===== src/rtl/fir_avg_out.sv =====
// ---------------------------------------------------------------------------
// fir_avg_out
//   Output stage of the 4-tap unsigned averaging FIR. Takes the w+2-bit tap
//   sum, divides it by 4, drops the warm-up sums that arrive before the tap
//   window is full, and buffers the averages in a small FIFO. The consumer
//   side uses a valid/ready handshake.
//
//   Handshake: a head entry transfers on any rising edge where
//   avg_vld && avg_rdy. avg_vld never depends on avg_rdy. avg and avg_vld
//   hold steady while avg_vld && !avg_rdy. avg_rdy is ignored while the FIFO
//   is empty.
//
//   Build option: FIR_AVG_ROUND_EN
//     defined   -> avg = (s + 2) >> 2 (round half up)
//     undefined -> avg = s >> 2       (truncation, no adder)
//
//   Ports:
//     clk        in   clock, rising edge
//     reset      in   synchronous active-high reset (flushes FIFO, restarts warm-up)
//     s          in   [w+1:0] unsigned 4-tap sum
//     s_vld      in   s carries a new sum
//     avg        out  [w-1:0] FIFO head, 0 when empty
//     avg_vld    out  FIFO non-empty
//     avg_rdy    in   consumer accepts head
//     count      out  [$clog2(DEPTH):0] FIFO occupancy
//     fill_done  out  warm-up complete
//     ovf        out  sticky: a post-warm-up sum was dropped
// ---------------------------------------------------------------------------
module fir_avg_out #(
    parameter int w      = 4,
    parameter int DEPTH  = 4,
    parameter int WARMUP = 3
) (
    input  logic                     clk,
    input  logic                     reset,
    input  logic [w+1:0]             s,
    input  logic                     s_vld,
    output logic [w-1:0]             avg,
    output logic                     avg_vld,
    input  logic                     avg_rdy,
    output logic [$clog2(DEPTH):0]   count,
    output logic                     fill_done,
    output logic                     ovf
);

    localparam int AW  = $clog2(DEPTH);
    localparam int CW  = AW + 1;
    localparam int WUW = (WARMUP > 0) ? $clog2(WARMUP + 1) : 1;
    localparam logic [WUW-1:0] WLAST = (WARMUP > 0) ? WUW'(WARMUP - 1) : '0;
    localparam logic [CW-1:0]  FULL_CNT = CW'(DEPTH);

    // -----------------------------------------------------------------------
    // Divide by 4
    // -----------------------------------------------------------------------
    logic [w-1:0] avg_calc;

`ifdef FIR_AVG_ROUND_EN
    // One extra bit catches out-of-range sums (above 4*(2^w-1)) whose +2
    // would wrap; those saturate to the largest average instead.
    logic [w+2:0] rnd_sum;
    assign rnd_sum  = {1'b0, s} + (w+3)'(2);
    assign avg_calc = rnd_sum[w+2] ? '1 : rnd_sum[w+1:2];
`else
    logic unused_s_lsb;
    assign unused_s_lsb = ^s[1:0];
    assign avg_calc     = s[w+1:2];
`endif

    // -----------------------------------------------------------------------
    // State
    // -----------------------------------------------------------------------
    logic [WUW-1:0] wcnt_q, wcnt_d;
    logic           fill_done_q, fill_done_d;
    logic           ovf_q, ovf_d;
    logic [AW-1:0]  wptr_q, wptr_d;
    logic [AW-1:0]  rptr_q, rptr_d;
    logic [CW-1:0]  count_q, count_d;
    logic [w-1:0]   mem_q [DEPTH];

    logic full, empty, push, pop;

    assign full  = (count_q == FULL_CNT);
    assign empty = (count_q == '0);
    assign pop   = !empty && avg_rdy;
    // When full, a simultaneous pop frees the slot the push lands in.
    assign push  = s_vld && fill_done_q && (!full || pop);

    always_comb begin
        wcnt_d      = wcnt_q;
        fill_done_d = fill_done_q;
        ovf_d       = ovf_q;
        wptr_d      = wptr_q;
        rptr_d      = rptr_q;
        count_d     = count_q;

        // Warm-up: the sum that completes the window is itself discarded,
        // so the flag rises on the same edge that consumes that sum.
        if (!fill_done_q) begin
            if (WARMUP == 0) begin
                fill_done_d = 1'b1;
            end else if (s_vld) begin
                wcnt_d = wcnt_q + WUW'(1);
                if (wcnt_q == WLAST) begin
                    fill_done_d = 1'b1;
                end
            end
        end

        if (s_vld && fill_done_q && full && !pop) begin
            ovf_d = 1'b1;
        end

        // Pointers wrap naturally because DEPTH is a power of two.
        if (push) begin
            wptr_d = wptr_q + AW'(1);
        end
        if (pop) begin
            rptr_d = rptr_q + AW'(1);
        end

        case ({push, pop})
            2'b10:   count_d = count_q + CW'(1);
            2'b01:   count_d = count_q - CW'(1);
            default: count_d = count_q;
        endcase
    end

    always_ff @(posedge clk) begin
        if (reset) begin
            wcnt_q      <= '0;
            fill_done_q <= 1'b0;
            ovf_q       <= 1'b0;
            wptr_q      <= '0;
            rptr_q      <= '0;
            count_q     <= '0;
        end else begin
            wcnt_q      <= wcnt_d;
            fill_done_q <= fill_done_d;
            ovf_q       <= ovf_d;
            wptr_q      <= wptr_d;
            rptr_q      <= rptr_d;
            count_q     <= count_d;
        end
    end

    // Storage needs no reset: it is only visible through avg while non-empty.
    always_ff @(posedge clk) begin
        if (!reset && push) begin
            mem_q[wptr_q] <= avg_calc;
        end
    end

    // -----------------------------------------------------------------------
    // Outputs
    // -----------------------------------------------------------------------
    assign avg_vld   = !empty;
    assign avg       = empty ? '0 : mem_q[rptr_q];
    assign count     = count_q;
    assign fill_done = fill_done_q;
    assign ovf       = ovf_q;

endmodule


===== config.mk =====
export PLATFORM = sky130hd
export DESIGN_NAME = fir_avg_out
export DESIGN_NICKNAME = d
export VERILOG_FILES = /design/src/rtl/fir_avg_out.sv
export SDC_FILE = /design/constraint.sdc
export NUM_CORES = 1
export LEC_CHECK = 0
export BUFFER_PORTS_ARGS = -buffer_cell sky130_fd_sc_hd__buf_2
export CORE_ASPECT_RATIO = 0.75
export CORE_MARGIN = 5
export CORE_UTILIZATION = 45
export CTS_BUF_LIST = sky130_fd_sc_hd__clkbuf_4
export CTS_CLUSTER_DIAMETER = 40
export DETAILED_ROUTE_END_ITERATION = 10
export PLACE_DENSITY = 0.64
export SLEW_MARGIN = 10
export SYNTH_ARGS = -nofsm -noshare
export SYNTH_HDL_FRONTEND = slang
export SYNTH_SLANG_ARGS = --single-unit

===== constraint.sdc =====
create_clock -name clk -period 2.7 [get_ports clk]
set_clock_uncertainty 0.2 [all_clocks]
set_input_delay 0.54 -clock clk [delete_from_list [all_inputs] [get_ports clk]]
set_output_delay 0.54 -clock clk [all_outputs]
set_load 0.02 [all_outputs]

==> run metrics, run 1 <==
Initial DRT Pass Iterations 4; clock root cell clkbuf_4; Placement Cell Area roughly 1400 um^2; clk sinks 29; IO Count 20; CP max-delay cell dfxtp_1; Yosys reg bits 29; routed len/inst 13.5 um; GP Congestion 0.690; delay-heaviest family, CP simple AND/OR/NAND/NOR gates; Mapped Nets 112; Syn Inst Count 95; die area just under 4000 um^2; Final Cycle Share 90.2%; crit path DAT 2500 ps; Antenna Cells 0; half-perimeter wire length after detailed placement 1570 um; row cnt 16; status finished, final reports clean; vias per std cell 4.85; CTS tree done; warnings from Yosys 0; max_slew headroom 69.3%; Worst Hold Class in2reg; max-slew violations 0; Least-Margin Pin Slew about 460 ps; PwrDens ~600 nW/um^2; Core ar. 2640 um^2; Setup CP Type reg2reg; Sw Ratio between 20% and 30%; Die Y 55.6 um; Comb power frac between 10 and 15%; ys async rst share 0%; Post-synth EDFFs 16; RSZ-0062 raised after global routing no; die width 70.8 um; Reg clk slew, reported paths roughly 80 ps; final wirelength about 2100 um; Clk pwr share 31.8%; fmax around 400 MHz; sw power between 0.2 and 0.25 mW; # Max-Cap Violations 0; H-tree depth 2; Final Non-Filler Cells 156; Mapped Avg Cell Area 13.1 um^2; Area Growth Syn to Fin 15.5%; commonest register cell after synthesis edfxtp_1; worst-skew pair later-pin latency 330 ps; Worst setup SP type register; placed insts 148; Worst EP required 2760 ps; 1st-iter DRT viols 20; starting density of the core between 40 and 50%; VDD IR max between 0.2 and 0.3 mV; CP Capture Type register; Post-CTS Setup Inserts 0; setup ws final 264 ps; GRT Total Usage ~13%; Post-CTS Hold Buffers 0; vias roughly 760; Util after Layout 54.5%; crit path max fanout 6; antenna violations before repair 0; worst path buffer plus inverter count 2; Final Total Pwr 0.859 mW; commonest cells after routing, fill and taps aside buf_2, edfxtp_1, dfxtp_1; sequential element share of the synthesized area 59.4%; crit-path max cell delay 400 ps; Post-CTS Resized 0; fraction of layout cells with a size suffix above 1 27.5%; Hold Vio Cnt, Final 0; setup tns final 0 ps; CTS Buffer Depth 2; Final setup viols 0; area of the mapped netlist 1250 um^2; most frequent CP cell inv_1; fin nets roughly 140; min cycle time layout around 2400 ps; pre-CTS WS 48.3 ps; number of buffers created by CTS 5; Residual DRC 0; Final Instance Area between 1000 and 1500 um^2; synth unique cells 25; first-pass GRT wire length around 3600 um; sequential fraction of design power 57.1%; grt total ovfl 0; Buffers on Ports 17; CP Cell Sequence nor4b_4, nor2_1, inv_1, ha_1, inv_1, fa_1, xor2_1, or3_1, a21oi_1; P_int 0.650 mW; Worst Hold Slack 226 ps; largest net degree at the start of global routing 16; most common cell after layout, fill and taps aside buf_2; vias in the first global route 792; post-route ant nets 0; Pleak ~0.55 nW
==> kinds of logic after synthesis <==
group,count (synthesis),synth area share [%]
AO/OA/AOI/OAI,9,4.11
multiplexers,6,9.23
AND/OR/NAND/NOR,30,13.8
buffers and inverters,10,3.01
XOR/XNOR,4,2.81
adder cells (fa/ha/maj),7,7.62
flip-flops,29,59.4
==> synthesized netlist by cell type, types with 2 or more instances <==
master / number / area share [%]
xor2_1: 3 / 2.1
nand2b_1: 2 / 1.0
nor2b_1: 5 / 2.5
and2_1: 4 / 2.0
mux4_2: 4 / 7.2
nor2_1: 12 / 3.6
dfxtp_1: 13 / 21
or3_1: 2 / 1.0
inv_1: 9 / 2.7
edfxtp_1: 16 / 39
a21oi_1: 4 / 1.6
o21ai_0: 2 / 0.80
ha_1: 6 / 6.0
nand2_1: 2 / 0.60
==> power groups by stage <==
stage / clock network [mW] / registers, mW / logic [mW]
6_report: 0.273 / 0.490 / 0.0954
2_1_floorplan: 0 / 0.503 / 0.0608
3_5_place_dp: 0 / 0.501 / 0.0964
3_3_place_gp: 0 / 0.500 / 0.0924
5_1_grt: 0.300 / 0.493 / 0.106
4_1_cts: 0.278 / 0.491 / 0.0968
==> state kept, by name, indices dropped and copies added (netlist names), named ones only <==
name and flops:
count 3, fill_done 1, mem_q 16, ovf 1
rptr_q 2, wcnt_q 2, wptr_q 2
==> cell type report <==
| class | count | area, um^2 |
|---|---|---|
| Fill cell | 239 | 1200 |
| Sequential cell | 29 | 741 |
| Multi-Input combinational cell | 56 | 469 |
| Timing Repair Buffer | 18 | 92.6 |
| Clock buffer | 8 | 60.1 |
| Tap cell | 36 | 45.0 |
| Inverter | 9 | 33.8 |
==> metal layers <==
metal	global-route usage [%]	wire length (um)	share of wire, %
met3	6.86	120	5.7
met2	19.4	1010	48
met1	14.2	928	44
met4	5.36	38	1.8
met5	0	0	0
==> final timing paths <==
kind         cells after the start  slack [ps]             startpoint               endpoint
max                              9         260  count[0]$_SDFFE_PP0P_  count[2]$_SDFFE_PP0P_
min                              1         230                   s[2]  mem_q[1][0]$_DFFE_PP_
max reg2reg                      9         260  count[0]$_SDFFE_PP0P_  count[2]$_SDFFE_PP0P_
min reg2reg                      2         270       ovf$_SDFFE_PP0P_       ovf$_SDFFE_PP0P_
Note: power is estimated with default switching activity, not from simulation.
==> run 2: changes to the inputs <==
Settings changed: CAP_MARGIN set to 15, CORE_MARGIN 5 to unset.
==> run 2 against run 1 <==
Net effect: register-to-register slack improved by 60 ps; largest cell class unchanged; global-route usage rose by 3.2 points; clock power fell by 14%; non-clock buffer count did not move; maximum frequency rose by 1.6%; via count rose by 0.66%; sequential share of layout area rose by 0.36 points; clock-buffer cell count fell by 3; core utilization barely moved; worst hold slack improved by 3.5 ps; critical endpoint is now avg[3]; critical path depth fell by 6; combinational power barely moved.
==> run metrics, run 2 (synthesized netlist as in run 1, its figures left out) <==
status finished, final reports clean; Post-CTS Resized 0 (unchanged); Hold Vio Cnt, Final 0 (unchanged); half-perimeter wire length after detailed placement 1430 um (-8.6%); max-slew violations 0 (unchanged); clock root cell clkbuf_4; Core ar. 2620 um^2 (-0.76%); VDD IR max 0.300 mV (+6.3%); Worst Hold Class in2reg; CTS Buffer Depth 2 (unchanged); Setup CP Type reg2out; post-route ant nets 0 (unchanged); vias in the first global route 711 (-10%); antenna violations before repair 0 (unchanged); Area Growth Syn to Fin 14.7%; CTS tree done; # Max-Cap Violations 0 (unchanged); Worst EP required 1960 ps (-800 ps); crit path DAT 1660 ps (-840 ps); commonest cells after routing, fill and taps aside buf_2, edfxtp_1, dfxtp_1; vias per std cell 4.88 (+0.66%); 1st-iter DRT viols 25 (+25%); setup ws final 302 ps (+38.8 ps); Pleak 0.547 nW (-1.2%); row cnt 16 (unchanged); Final Total Pwr 0.822 mW (-4.3%); final wirelength 1950 um (-7.1%); max_slew headroom 66.5% (-2.8 points); P_int 0.610 mW (-6.1%); H-tree depth 2 (unchanged); Comb power frac 11.6% (+0.5 points); Die Y 47.6 um (-14%); fin nets 136 (unchanged); number of buffers created by CTS 5 (unchanged); Reg clk slew, reported paths 90 ps (about the same); fraction of layout cells with a size suffix above 1 25.8% (-1.7 points); Final Cycle Share 88.8% (-1.4 points); routed len/inst 12.5 um (-7.1%); GRT Total Usage 15.7% (+3.2 points); sw power 0.212 mW (+1.4%); die width 62.8 um (-11%); PwrDens 574 nW/um^2 (-3.6%); most common cell after layout, fill and taps aside buf_2; grt total ovfl 0 (unchanged); Initial DRT Pass Iterations 4 (unchanged); crit path max fanout 4 (-2); IO Count 20 (unchanged); Sw Ratio 25.7% (+1.5 points); vias 762 (+0.66%); first-pass GRT wire length 3190 um (-12%); largest net degree at the start of global routing 16 (unchanged); Antenna Cells 0 (unchanged); Worst Hold Slack 230 ps (+3.45 ps); CP Capture Type output pin; sequential fraction of design power 59.7% (+2.6 points); min cycle time layout 2400 ps (-38.8 ps); Least-Margin Pin Slew 500 ps (+41.9 ps); clk sinks 29 (unchanged); RSZ-0062 raised after global routing no; Worst setup SP type register; starting density of the core 47.6% (+0.36 points); die area 2990 um^2 (-24%); Post-CTS Setup Inserts 0 (unchanged); setup tns final 0 ps (unchanged); Residual DRC 0 (unchanged); Final setup viols 0 (unchanged); Final Non-Filler Cells 156 (unchanged); Clk pwr share 28.7% (-3.1 points); fmax 417 MHz (+1.6%); GP Congestion 0.754 (+9.3%); worst-skew pair later-pin latency 330 ps (about the same); Post-CTS Hold Buffers 0 (unchanged); pre-CTS WS 105 ps (+56.3 ps); placed insts 148 (unchanged); max reg flops 16 (unchanged); register name with the most flops mem_q; Buffers on Ports 17 (unchanged)
run 2: cell types whose count changed in the layout (fill, tap and decap cells not counted):
cell / change
clkbuf_4: -3
clkinv_1: +2
clkinv_2: +1
run 2: per-stage QoR:
stage	instance area, um^2	utilization [%]
6_report	1430	54.6
5_1_grt	1430	54.6
4_1_cts	1430	54.6
3_5_place_dp	1380	52.7
3_3_place_gp	1380	52.7
2_1_floorplan	1250	-
run 2: area by class of cell:
type | instances | area [um^2]
sequential | 29 | 741
fill | 264 | 1190
multi-input combinational | 56 | 469
timing repair buffer | 18 | 92.6
tap | 36 | 45.0
clock inverter | 3 | 12.5
inverter | 9 | 33.8
clock buffer | 5 | 37.5
run 2: worst paths after layout:
check | slack, ps | endpoint | startpoint | depth (start not counted)
setup / recovery | 300 | avg[3] | register | 3
setup reg to reg | 320 | count[2]$_SDFFE_PP0P_ | count[0]$_SDFFE_PP0P_ | 9
hold / removal | 230 | mem_q[3][1]$_DFFE_PP_ | s[3] | 1
hold reg to reg | 280 | ovf$_SDFFE_PP0P_ | ovf$_SDFFE_PP0P_ | 2
run 2: routing by layer:
layer,GRT usage [%],vias to the layer above,routed length [um]
met3,8.10,2,111
met5,0,-,0
li1,-,380,-
met1,17.6,364,903
met4,6.98,0,19
met2,26.3,16,916
run 2: power groups by stage:
stage	clock network, mW	logic, mW	registers [mW]
2_1_floorplan	0	0.0608	0.503
3_3_place_gp	0	0.0920	0.500
3_5_place_dp	0	0.0954	0.501
4_1_cts	0.241	0.0965	0.491
5_1_grt	0.264	0.108	0.493
6_report	0.236	0.0953	0.490
run 2: worst max-delay path, stage by stage (launching register included):
cell and delay (ps):
dfxtp_1 490, mux4_2 530, nor2b_1 140, buf_2 180
==> run 3: changes to the inputs <==
Settings changed: CELL_PAD_IN_SITES_DETAIL_PLACEMENT set to 1, CELL_PAD_IN_SITES_GLOBAL_PLACEMENT set to 2, CORE_UTILIZATION 45 to 39, PLACE_DENSITY 0.64 to 0.78.
==> run 3 against run 2 <==
Net effect: first-iteration DRC count decreased by 48%; sequential share of layout area decreased by 0.45 points; die area increased by 15%; cell count increased by 1.3%; largest power group unchanged; highest routed layer unchanged; routed wire length increased by 18%; global-route usage increased by 0.65 points; maximum frequency decreased by 1.7%.
==> run metrics, run 3 (synthesized netlist as in run 1, its figures left out) <==
CTS Buffer Depth 2 (unchanged); Worst EP required 2770 ps (+810 ps); Die Y 51.0 um (+7.1%); Reg clk slew, reported paths 90 ps (about the same); VDD IR max 0.228 mV (-24%); Core ar. 3000 um^2 (+14%); # Max-Cap Violations 0 (unchanged); half-perimeter wire length after detailed placement 1690 um (+18%); largest net degree at the start of global routing 16 (unchanged); PwrDens 600 nW/um^2 (+4.5%); commonest cells after routing, fill and taps aside buf_2, edfxtp_1, dfxtp_1; row cnt 17 (+1); Post-CTS Hold Buffers 0 (unchanged); Area Growth Syn to Fin 15.7%; Pleak 0.554 nW (+1.2%); sw power 0.216 mW (+2.0%); fin nets 136 (unchanged); Initial DRT Pass Iterations 4 (unchanged); Final setup viols 0 (unchanged); Worst setup SP type register; CP Capture Point count[2]$_SDFFE_PP0P_; RSZ-0062 raised after global routing no; max reg flops 16 (unchanged); routed len/inst 14.5 um (+16%); Buffers on Ports 17 (unchanged); max-slew violations 0 (unchanged); Antenna Cells 0 (unchanged); H-tree depth 2 (unchanged); GRT Total Usage 16.4% (+0.65 points); crit path DAT 2510 ps (+850 ps); sequential fraction of design power 56.6% (-3.1 points); Post-CTS Resized 0 (unchanged); worst setup path start count[0]$_SDFFE_PP0P_; setup tns final 0 ps (unchanged); max_slew headroom 68.5% (+2.1 points); FF-to-FF setup slack 260 ps (-60 ps); die width 67.3 um (+7.2%); Worst Hold Slack 223 ps (-6.39 ps); Final Total Pwr 0.866 mW (+5.4%); CP Capture Type register; depth of the most critical reg-to-reg path 9 (unchanged); IO Count 20 (unchanged); Comb power frac 11.1% (-0.5 points); first-pass GRT wire length 3590 um (+13%); Worst Hold Class in2reg; Hold Vio Cnt, Final 0 (unchanged); min cycle time layout 2440 ps (+42.3 ps); antenna violations before repair 0 (unchanged); die area 3430 um^2 (+15%); Layout fillers 331 (+25%); final wirelength 2290 um (+18%); Final Cycle Share 90.4% (+1.6 points); Residual DRC 0 (unchanged); Setup CP Type reg2reg; Post-CTS Setup Inserts 0 (unchanged); Clk pwr share 32.3% (+3.6 points); post-route ant nets 0 (unchanged); fraction of layout cells with a size suffix above 1 27.5% (+1.7 points); Least-Margin Pin Slew 469 ps (-31.0 ps); Sw Ratio 24.9% (-0.84 points); vias 780 (+2.4%); number of buffers created by CTS 5 (unchanged); crit path max fanout 6 (+2); most common cell after layout, fill and taps aside buf_2; 1st-iter DRT viols 13 (-48%); clk sinks 29 (unchanged); clock root cell clkbuf_4; P_int 0.651 mW (+6.6%); reg-to-reg critical path endpoint count[2]$_SDFFE_PP0P_; grt total ovfl 0 (unchanged); vias in the first global route 775 (+9.0%); fmax 410 MHz (-1.7%); GP Congestion 0.687 (-8.9%); status finished, final reports clean; worst-skew pair later-pin latency 330 ps (about the same); Util after Layout 48.1% (-6.4 points); vias per std cell 4.94 (+1.1%); starting density of the core 41.6% (-6.0 points); register name with the most flops mem_q; CTS tree done; Critical R2R Launch count[0]$_SDFFE_PP0P_
==> run 3: stage by stage <==
stage,cells,setup slack [ps],instance area [um^2]
2_1_floorplan,95,318,1250
3_3_place_gp,150,122,1380
3_5_place_dp,150,48.7,1380
4_1_cts,158,230,1440
5_1_grt,158,105,1440
6_report,158,260,1440
==> run 3: power groups by stage <==
stage | Clock (mW) | Sequential [mW] | Combinational (mW)
floorplan | 0 | 0.503 | 0.0608
global placement | 0 | 0.501 | 0.0930
detailed placement | 0 | 0.502 | 0.0974
CTS | 0.291 | 0.491 | 0.0982
global route | 0.303 | 0.494 | 0.108
finish | 0.280 | 0.491 | 0.0961
==> run 3: final cells by class <==
class                           instances  area (um^2)  area share [%]
Multi-Input combinational cell         56          469            32.5
Inverter                                9         33.8            2.34
Timing Repair Buffer                   18         92.6            6.41
Tap cell                               38         47.5            3.29
Sequential cell                        29          741            51.3
Clock buffer                            8         60.1            4.16
==> run 3: critical path, stage by stage (launching register included) <==
cell and delay, ps:
dfxtp_1 400, nor4b_4 360, nor2_1 110, inv_1 80, ha_1 180, inv_1 70, fa_1 370, xor2_1 160
or3_1 310, a21oi_1 140
==> run 3: layer usage <==
metal / share of wire, % / vias to the layer above / track usage (%)
met5: 0 / - / 0
met4: 2.6 / 0 / 14.9
met3: 4.8 / 7 / 6.03
met2: 50 / 15 / 24.5
met1: 43 / 381 / 18.0
li1: - / 377 / -
==> run 3: worst min path at each step <==
stage	slack, ps	from	endpoint	depth (start not counted)
after CTS	200	s[4]	mem_q[3][2]$_DFFE_PP_	1
after detailed placement	270	ovf$_SDFFE_PP0P_	ovf$_SDFFE_PP0P_	2
after global placement	250	ovf$_SDFFE_PP0P_	ovf$_SDFFE_PP0P_	2
after floorplan	260	rptr_q[1]$_SDFFE_PP0P_	register	2
final	220	s[4]	mem_q[3][2]$_DFFE_PP_	1
after global routing	200	s[4]	mem_q[3][2]$_DFFE_PP_	1
